--- config.mk ---
export PLATFORM = sky130hd
export DESIGN_NAME = text_ram_arb
export DESIGN_NICKNAME = d
export VERILOG_FILES = /design/src/rtl/vga_pkg.sv /design/src/rtl/arb_wait_guard.sv /design/src/rtl/text_ram_arb.sv
export SDC_FILE = /design/constraint.sdc
export NUM_CORES = 1
export LEC_CHECK = 0
export BUFFER_PORTS_ARGS = -buffer_cell sky130_fd_sc_hd__buf_4
export CORE_AREA = 4 4 61 74
export DETAILED_ROUTE_END_ITERATION = 6
export DIE_AREA = 0 0 65 78
export GPL_ROUTABILITY_DRIVEN = 0
export PLACE_DENSITY = 0.74
export SLEW_MARGIN = 20
export SYNTH_ARGS = -nofsm -noshare
export SYNTH_HDL_FRONTEND = slang
export SYNTH_SLANG_ARGS = --single-unit
--- constraint.sdc ---
create_clock -name clk -period 2.66 [get_ports clk]
set_clock_uncertainty 0.2 [all_clocks]
set_input_delay 0.532 -clock clk [delete_from_list [all_inputs] [get_ports clk]]
set_output_delay 0.532 -clock clk [all_outputs]
set_load 0.05 [all_outputs]
--- src/rtl/vga_pkg.sv ---
// rtl/vga_pkg.sv - shared arbiter state type and default text RAM geometry
package vga_pkg;
    typedef enum logic [1:0] {
        IDLE     = 2'd0,
        GNT_DISP = 2'd1,
        GNT_HOST = 2'd2
    } arb_state_t;

    localparam int TEXT_AW = 10;
    localparam int TEXT_DW = 8;
endpackage

--- src/rtl/arb_wait_guard.sv ---
// rtl/arb_wait_guard.sv - counts host losses to display and forces a host win at MAX_WAIT
module arb_wait_guard #(
    parameter int MAX_WAIT = 16
) (
    input  logic clk,
    input  logic rst_n,
    input  logic host_req,
    input  logic host_elig,
    input  logic disp_win,
    input  logic host_gnt,
    output logic force_host
);
    localparam logic [7:0] MAX_W = 8'(MAX_WAIT);

    logic [7:0] wait_cnt_q;
    logic [7:0] wait_cnt_d;

    always_comb begin
        wait_cnt_d = wait_cnt_q;
        if (!host_req || host_gnt) begin
            wait_cnt_d = 8'd0;
        end else if (host_elig && disp_win && (wait_cnt_q != MAX_W)) begin
            wait_cnt_d = wait_cnt_q + 8'd1;
        end
    end

    always_ff @(posedge clk or negedge rst_n) begin
        if (!rst_n) begin
            wait_cnt_q <= 8'd0;
        end else begin
            wait_cnt_q <= wait_cnt_d;
        end
    end

    // Depends only on the register, so the arbitration path has no loop.
    assign force_host = (wait_cnt_q == MAX_W);
endmodule

--- src/rtl/text_ram_arb.sv ---
// rtl/text_ram_arb.sv - display/host arbiter for a single-port text RAM
// Optional TEXT_RAM_ARB_STATS_EN adds conflict_cnt and forced_cnt outputs.
module text_ram_arb
    import vga_pkg::*;
#(
    parameter int AW       = TEXT_AW,
    parameter int DW       = TEXT_DW,
    parameter int MAX_WAIT = 16
) (
    input  logic          clk,
    input  logic          rst_n,
    input  logic          disp_req,
    input  logic [AW-1:0] disp_addr,
    output logic          disp_ack,
    output logic          disp_vld,
    output logic [DW-1:0] disp_data,
    input  logic          host_req,
    input  logic          host_we,
    input  logic [AW-1:0] host_addr,
    input  logic [DW-1:0] host_wdata,
    output logic          host_ack,
    output logic          host_rvld,
    output logic [DW-1:0] host_rdata,
    output logic          ram_en,
    output logic          ram_we,
    output logic [AW-1:0] ram_addr,
    output logic [DW-1:0] ram_wdata,
    input  logic [DW-1:0] ram_rdata
`ifdef TEXT_RAM_ARB_STATS_EN
    ,
    output logic [15:0]   conflict_cnt,
    output logic [7:0]    forced_cnt
`endif
);
    arb_state_t    state_q, state_d;
    logic          disp_elig, host_elig, force_host;
    logic          disp_ack_q, host_ack_q, disp_vld_q, host_rvld_q;
    logic          ram_en_q, ram_we_q;
    logic [AW-1:0] ram_addr_q;
    logic [DW-1:0] ram_wdata_q;

    // A requester's inputs are stale during its own ack cycle.
    assign disp_elig = disp_req && (state_q != GNT_DISP);
    assign host_elig = host_req && (state_q != GNT_HOST);

    always_comb begin
        state_d = IDLE;
        if (disp_elig && host_elig && force_host) begin
            state_d = GNT_HOST;
        end else if (disp_elig) begin
            state_d = GNT_DISP;
        end else if (host_elig) begin
            state_d = GNT_HOST;
        end
    end

    arb_wait_guard #(.MAX_WAIT(MAX_WAIT)) u_guard (
        .clk        (clk),
        .rst_n      (rst_n),
        .host_req   (host_req),
        .host_elig  (host_elig),
        .disp_win   (state_d == GNT_DISP),
        .host_gnt   (state_d == GNT_HOST),
        .force_host (force_host)
    );

    always_ff @(posedge clk or negedge rst_n) begin
        if (!rst_n) begin
            state_q     <= IDLE;
            disp_ack_q  <= 1'b0;
            host_ack_q  <= 1'b0;
            disp_vld_q  <= 1'b0;
            host_rvld_q <= 1'b0;
            ram_en_q    <= 1'b0;
            ram_we_q    <= 1'b0;
            ram_addr_q  <= '0;
            ram_wdata_q <= '0;
        end else begin
            state_q     <= state_d;
            disp_ack_q  <= (state_d == GNT_DISP);
            host_ack_q  <= (state_d == GNT_HOST);
            ram_en_q    <= (state_d != IDLE);
            disp_vld_q  <= (state_q == GNT_DISP);
            host_rvld_q <= (state_q == GNT_HOST) && !ram_we_q;
            case (state_d)
                GNT_DISP: begin
                    ram_we_q   <= 1'b0;
                    ram_addr_q <= disp_addr;
                end
                GNT_HOST: begin
                    ram_we_q    <= host_we;
                    ram_addr_q  <= host_addr;
                    ram_wdata_q <= host_wdata;
                end
                default: ram_we_q <= 1'b0;
            endcase
        end
    end

    assign disp_ack   = disp_ack_q;
    assign host_ack   = host_ack_q;
    assign disp_vld   = disp_vld_q;
    assign host_rvld  = host_rvld_q;
    assign ram_en     = ram_en_q;
    assign ram_we     = ram_we_q;
    assign ram_addr   = ram_addr_q;
    assign ram_wdata  = ram_wdata_q;
    // Gated so the data outputs also read 0 while in reset.
    assign disp_data  = disp_vld_q  ? ram_rdata : '0;
    assign host_rdata = host_rvld_q ? ram_rdata : '0;

`ifdef TEXT_RAM_ARB_STATS_EN
    logic [15:0] conflict_cnt_q;
    logic [7:0]  forced_cnt_q;

    always_ff @(posedge clk or negedge rst_n) begin
        if (!rst_n) begin
            conflict_cnt_q <= 16'd0;
            forced_cnt_q   <= 8'd0;
        end else begin
            if (disp_elig && host_elig && (conflict_cnt_q != 16'hFFFF)) begin
                conflict_cnt_q <= conflict_cnt_q + 16'd1;
            end
            if (disp_elig && host_elig && force_host && (forced_cnt_q != 8'hFF)) begin
                forced_cnt_q <= forced_cnt_q + 8'd1;
            end
        end
    end

    assign conflict_cnt = conflict_cnt_q;
    assign forced_cnt   = forced_cnt_q;
`endif
endmodule

== After elaboration in Yosys (flattened, before gate mapping) ==
Index checks and enable logic that the tools add are counted.

* Add/sub/neg operators: 1
* Multipliers: 0
* Div/mod/pow operators: 0
* Magnitude comparators: 0
* Equal/unequal tests: 8
* Shifts and indexed selects: 0
* Multiplexer cells: 9
* Bitwise operators: 0
* Reduce and logical (&&, ||, !) cells: 13

{| class="wikitable"
|+ Operators with widths
! operator !! count
|-
| $mux 8 || 4
|-
| $pmux 10 s2 || 1
|-
| $add 8x1->8 const B || 1
|-
| $eq 8x5->1 const B || 1
|-
| $ne 8x5->1 const B || 1
|-
| $logic_and 1x1->1 || 7
|-
| $mux 2 || 3
|-
| $reduce_bool 2->1 || 3
|-
| $eq 2x1->1 const B || 2
|-
| $eq 2x2->1 const B || 2
|-
| $logic_not 1->1 || 2
|-
| $ne 2x1->1 const B || 1
|-
| $ne 2x2->1 const B || 1
|-
| $logic_or 1x1->1 || 1
|-
| $mux 1 || 1
|}

* Flip-flop bits (word level): 34
* Latch bits: 0
* Bits in writable memories: 0
* Memory bits (read-only): 0
* Bits of input ports: 41
* Output and inout port bits: 40
* Word-level logic and storage cells: 41
* Memories kept: 0

== Longest topological paths before layout ==
* Depth in word-level cells: 10
* Depth in mapped cells: 10
* Depth with buffers taken out: 9

== Modules after synthesis ==
Synthesis repeated with hierarchy kept, for this count alone.

* Cells, all modules: 157
* Area, all modules: 1,680.4 um^2

{| class="wikitable"
|+ Modules (own cells, without submodules)
! module !! instances !! cells an instance !! area each (um^2) !! seq. area each (um^2)
|-
| text_ram_arb || 1 || 105 || 1,196.1 || 650.6
|-
| arb_wait_guard || 1 || 52 || 484.2 || 200.2
|}

== Worst setup path after synthesis ==
OpenSTA, ideal clock, no wires.

* Path kind: flip-flop to flip-flop
* Start point: register u_guard.wait_cnt_q[0]
* End point: register ram_addr_q[1] (netlist: ram_addr[1])
* Library setup time: 0.137 ns
* Data arrival time: 2.050 ns
* Data required time: 2.323 ns
* Path slack: 0.273 ns
* Stages on the path, launching flop included: 11
* Path buffers: 2
* Clock period less this slack: 2.387 ns
* Cells stage by stage: dfrtp_1 inv_1 ha_1 nor3b_1 nand2_1 a31oi_1 ha_1 buf_2 buf_4 mux2i_1 a21oi_1

* Cells in the longest elaborated chain, start to end: 5
* Elaborated cells on any way between the ends: 7
* Those cells by class: eq/ne: 3; mux: 2; reduce/logical: 2

{| class="wikitable"
|+ RTL lines
! item !! RTL line !! text
|-
| from (decl) || arb_wait_guard.sv:15 || <nowiki>logic [7:0] wait_cnt_q;</nowiki>
|-
| from (signal assigned) || arb_wait_guard.sv:31 || <nowiki>wait_cnt_q <= wait_cnt_d;</nowiki>
|-
| $eq 8x5->1 (*) || arb_wait_guard.sv:36 || <nowiki>assign force_host = (wait_cnt_q == MAX_W);</nowiki>
|-
| $logic_and 1x1->1 (*) || text_ram_arb.sv:48 || <nowiki>if (disp_elig && host_elig && force_host) begin</nowiki>
|-
| $mux 2 (*) || text_ram_arb.sv:48 ||
|-
| via state_d[1] || text_ram_arb.sv:35 || <nowiki>arb_state_t state_q, state_d;</nowiki>
|-
| $eq 2x2->1 (*) || n/a ||
|-
| via u_guard.host_gnt || arb_wait_guard.sv:10 || <nowiki>input logic host_gnt,</nowiki>
|-
| $pmux 10 s2 or $reduce_bool 2->1 (tied branches) || n/a ||
|-
| to (signal assigned) || text_ram_arb.sv:88 || <nowiki>ram_addr_q <= disp_addr;</nowiki>
|-
| to (signal assigned) || text_ram_arb.sv:92 || <nowiki>ram_addr_q <= host_addr;</nowiki>
|-
| to (decl) || text_ram_arb.sv:39 || <nowiki>logic [AW-1:0] ram_addr_q;</nowiki>
|}

The timed path passes the listed nets; every way through them passes the cells marked *.
A chain may end at the register's enable or synchronous reset.

== Final worst setup path ==
* Start point: register u_guard.wait_cnt_q[0]
* End point: register u_guard.wait_cnt_q[3]

* Cells in the longest elaborated chain, start to end: 7
* Elaborated cells on any way between the ends: 13
* Those cells by class: add/sub: 1; eq/ne: 4; mux: 3; reduce/logical: 5

{| class="wikitable"
|+ RTL lines
! item !! RTL line !! text
|-
| $eq 8x5->1 || arb_wait_guard.sv:36 ||
|-
| $logic_and 1x1->1 || text_ram_arb.sv:48 ||
|-
| $mux 2 || text_ram_arb.sv:48 ||
|-
| via state_d[0] || text_ram_arb.sv:35 ||
|-
| $eq 2x1->1 || text_ram_arb.sv:62 || <nowiki>.disp_win (state_d == GNT_DISP),</nowiki>
|-
| via u_guard.disp_win || arb_wait_guard.sv:9 || <nowiki>input logic disp_win,</nowiki>
|-
| $logic_and 1x1->1 (2 in series) || arb_wait_guard.sv:22 || <nowiki>end else if (host_elig && disp_win && (wait_cnt_q != MAX_W)) begin</nowiki>
|-
| $reduce_bool 2->1 (no source line) || n/a ||
|}

The timed path passes the listed nets, and every way through them passes these cells. The select of a mux whose other input is x is not followed.

==> results.sh <==
export IMPL_die_height_um=78
export IMPL_yosys_area_top_type_share_pct=50.5
export IMPL_grt_pass1_wl_um=6730
export IMPL_insertion_delay_ns=0.28
export IMPL_seq_area_frac_synth_pct=50.5
export IMPL_cts_buffer_depth=2
export IMPL_tightest_slew_ns=0.434
export IMPL_grt_pass1_vias=1495
export IMPL_synth_ff_type="dfrtp_1"
export IMPL_dieArea_um2=5070
export IMPL_num_vias=1441
export IMPL_min_path_type="flip-flop to flip-flop"
export IMPL_core_area_um2=3850
export IMPL_fin_crit_sh_pct=93.6
export IMPL_antenna_found_initial=0
export IMPL_path_max_fanout=9
export IMPL_synthTopCellsByArea="dfrtp_1, mux2i_1, and2_1, mux2_2, ha_1"
export IMPL_clock_root_buffer="clkbuf_8"
export IMPL_io_pins=81
export IMPL_hold_viol=0
export IMPL_power_density_nw_per_um2=728
export IMPL_firstDrtPassIters=4
export IMPL_rsz0062_at_grt="false"
export IMPL_slowest_delay_ns=0.49
export IMPL_whs_ns=0.233
export IMPL_wl_um=3960
export IMPL_ant_nets=0
export IMPL_max_freq_mhz=402
export IMPL_syn_to_final_growth_pct=48.8
export IMPL_route_detailed_drc=0
export IMPL_synthArstFlopShare_pct=100
export IMPL_path_class="flip-flop to flip-flop"
export IMPL_dp_cells=287
export IMPL_synth_seq_cells=34
export IMPL_grt_overflow=0
export IMPL_vdd_drop_max_mv=0.484
export IMPL_fin_area_um2=2510
export IMPL_worstPathArrival_ns=2.49
export IMPL_endpoint_kind="flip-flop"
export IMPL_cp_start_kind="flip-flop"
export IMPL_fin_crit_ns=2.49
export IMPL_dpl_hpwl_um=3000
export IMPL_cts_made_buffers=5
export IMPL_slew_viol_final=0
export IMPL_tritoncts="yes"
export IMPL_postSynthCellCount=156
export IMPL_leakagePower_nw=1.19
export IMPL_drive_gt1_share_pct=45.5
export IMPL_synth_top_area_cell="dfrtp_1"
export IMPL_cp_slowest_cell="or4_1"
export IMPL_die_w_um=65
export IMPL_rows=25
export IMPL_fin_cells=298
export IMPL_syn_num_nets=202
export IMPL_fin_tns_setup_ns=0
export IMPL_grt_max_degree=35
export IMPL_nets=289
export IMPL_placed_area_um2=2350
export IMPL_clock_sinks=34
export IMPL_initial_utilization_pct=43.8
export IMPL_slew_headroom_pct=71.1
export IMPL_ys_warn_count=0
export IMPL_grt_use_total_pct=17.2
export IMPL_cts_clk_slew_worst_paths_ns=0.07
export IMPL_htree_num_levels=2
export IMPL_viasPerCell=4.84
export IMPL_wire_per_inst_um=13.3
export IMPL_outcome="complete, no violations"
export IMPL_worstPathRequired_ns=2.66
export IMPL_port_buffer_count=80
export IMPL_synth_edf_count=0
export IMPL_syn_area_um2=1690
export IMPL_drv_cap=0
export IMPL_report_final_setup_viol=0
export IMPL_cp_cell_sequence="inv_1 > ha_1 > nor3b_1 > and2_1 > a31oi_2 > ha_2 > nand2_2 > or4_1 > a21oi_1"
export IMPL_syn_area_per_cell_um2=10.8
export IMPL_drt_iter0_drc=52
export IMPL_synth_distinct_cells=31
export IMPL_diodes=0
==> cells by family (layout without fill, tap and decap cells) <==
logic type	count (synthesis)	count (layout)	synth area share (%)
AO/OA/AOI/OAI	21	21	7.65
adder cells (fa/ha/maj)	5	5	3.71
buffers and inverters	11	99	3.27
flip-flops	34	34	50.5
multiplexers	23	23	14.3
AND/OR/NAND/NOR	62	62	20.6
==> final timing paths <==
kind                                                      to  cells past startpoint  slack (ns)                         startpoint
setup / recovery           u_guard.wait_cnt_q[3]$_DFFE_PN0P_                      9        0.17  u_guard.wait_cnt_q[0]$_DFFE_PN0P_
hold / removal                           host_rvld$_DFF_PN0_                      1        0.23                   ram_we$_DFF_PN0_
setup reg to reg           u_guard.wait_cnt_q[3]$_DFFE_PN0P_                      9        0.17  u_guard.wait_cnt_q[0]$_DFFE_PN0P_
hold reg to reg                          host_rvld$_DFF_PN0_                      1        0.23                   ram_we$_DFF_PN0_
max in group asynchronous  u_guard.wait_cnt_q[7]$_DFFE_PN0P_                      2        1.41                              rst_n
min in group asynchronous            ram_addr[1]$_DFFE_PN0P_                      2        0.54                              rst_n
==> what timing repair did <==
| action | CTS | global route |
|---|---|---|
| resized for setup | 0 | 5 |
| setup endpoints to repair | 0 | 8 |
| hold buffers | 1 | 0 |
| hold endpoints to repair | 19 | 0 |
| buffers inserted | 0 | 2 |
==> registers in the layout, indices dropped and copies added, names as in the netlist <==
name,cells
disp_ack,1
disp_vld,1
host_ack,1
host_rvld,1
ram_addr,10
ram_en,1
ram_wdata,8
ram_we,1
state_q,2
u_guard.wait_cnt_q,8
==> placed cells by master, fill, tap and decap left out, drive strengths merged, types with 3 or more instances in the layout <==
cell / netlist / final
inv: 5 / 5
buf: 4 / 85
nor2: 12 / 12
mux2i: 15 / 15
a21oi: 12 / 12
nor4: 3 / 3
nand2: 13 / 13
and2: 18 / 18
dfrtp: 34 / 34
mux2: 8 / 8
nand3: 3 / 3
ha: 5 / 5
nand2b: 4 / 4
clkbuf: 2 / 5
==> metal layers <==
metal / track usage [%] / up-vias / share of wire (%)
met5: 0 / - / 0
met4: 5.71 / 0 / 1.3
met3: 6.66 / 6 / 11
met2: 31.2 / 66 / 52
met1: 17.6 / 661 / 36
li1: - / 708 / -
==> cell type report <==
class                           instances  area (µm²)
Clock buffer                            5        68.8
Timing Repair Buffer                   86         661
Multi-Input combinational cell        111         801
Inverter                                5        18.8
Tap cell                               54        67.6
Clock inverter                          3        40.0
Sequential cell                        34         851
Fill cell                             333        1340
==> report_power, final <==
group          switching, mW  leakage [nW]  internal (mW)
Clock                  0.182        0.0579          0.276
Sequential            0.0481         0.419          0.600
Combinational          0.479         0.713          0.242
Total                  0.709          1.19           1.12
==> synthesized netlist by cell type, types with 2 or more instances <==
library cell / n
or4_1: 2
buf_2: 2
nand2_1: 12
dfrtp_1: 34
a21oi_1: 12
ha_1: 5
o21bai_1: 2
nor4_1: 3
nor2_1: 12
clkbuf_1: 2
nand3_1: 3
o31ai_1: 2
mux2_2: 8
inv_1: 5
mux2i_1: 15
and2_1: 18
nand2b_1: 4
a31oi_1: 2
==> worst max-delay path: cells and delay by family, from the launching register on <==
family / cells / cell delay, ns
AOI/OAI and AO/OA: 2 / 0.34
adders and majority gates: 2 / 0.41
buffers and inverters: 1 / 0.08
DFF: 1 / 0.42
and+or+nand+nor: 4 / 0.96
==> through the flow <==
step	setup slack, ns	util, %	power, mW
detailed placement	0.124	61.1	1.38
global route	0.0164	65.2	1.92
floorplan	0.273	-	1.12
global placement	0.201	61.1	1.37
CTS	0.102	64.2	1.84
finish	0.170	65.2	1.83
No activity file was read; power rests on OpenSTA's default activity.
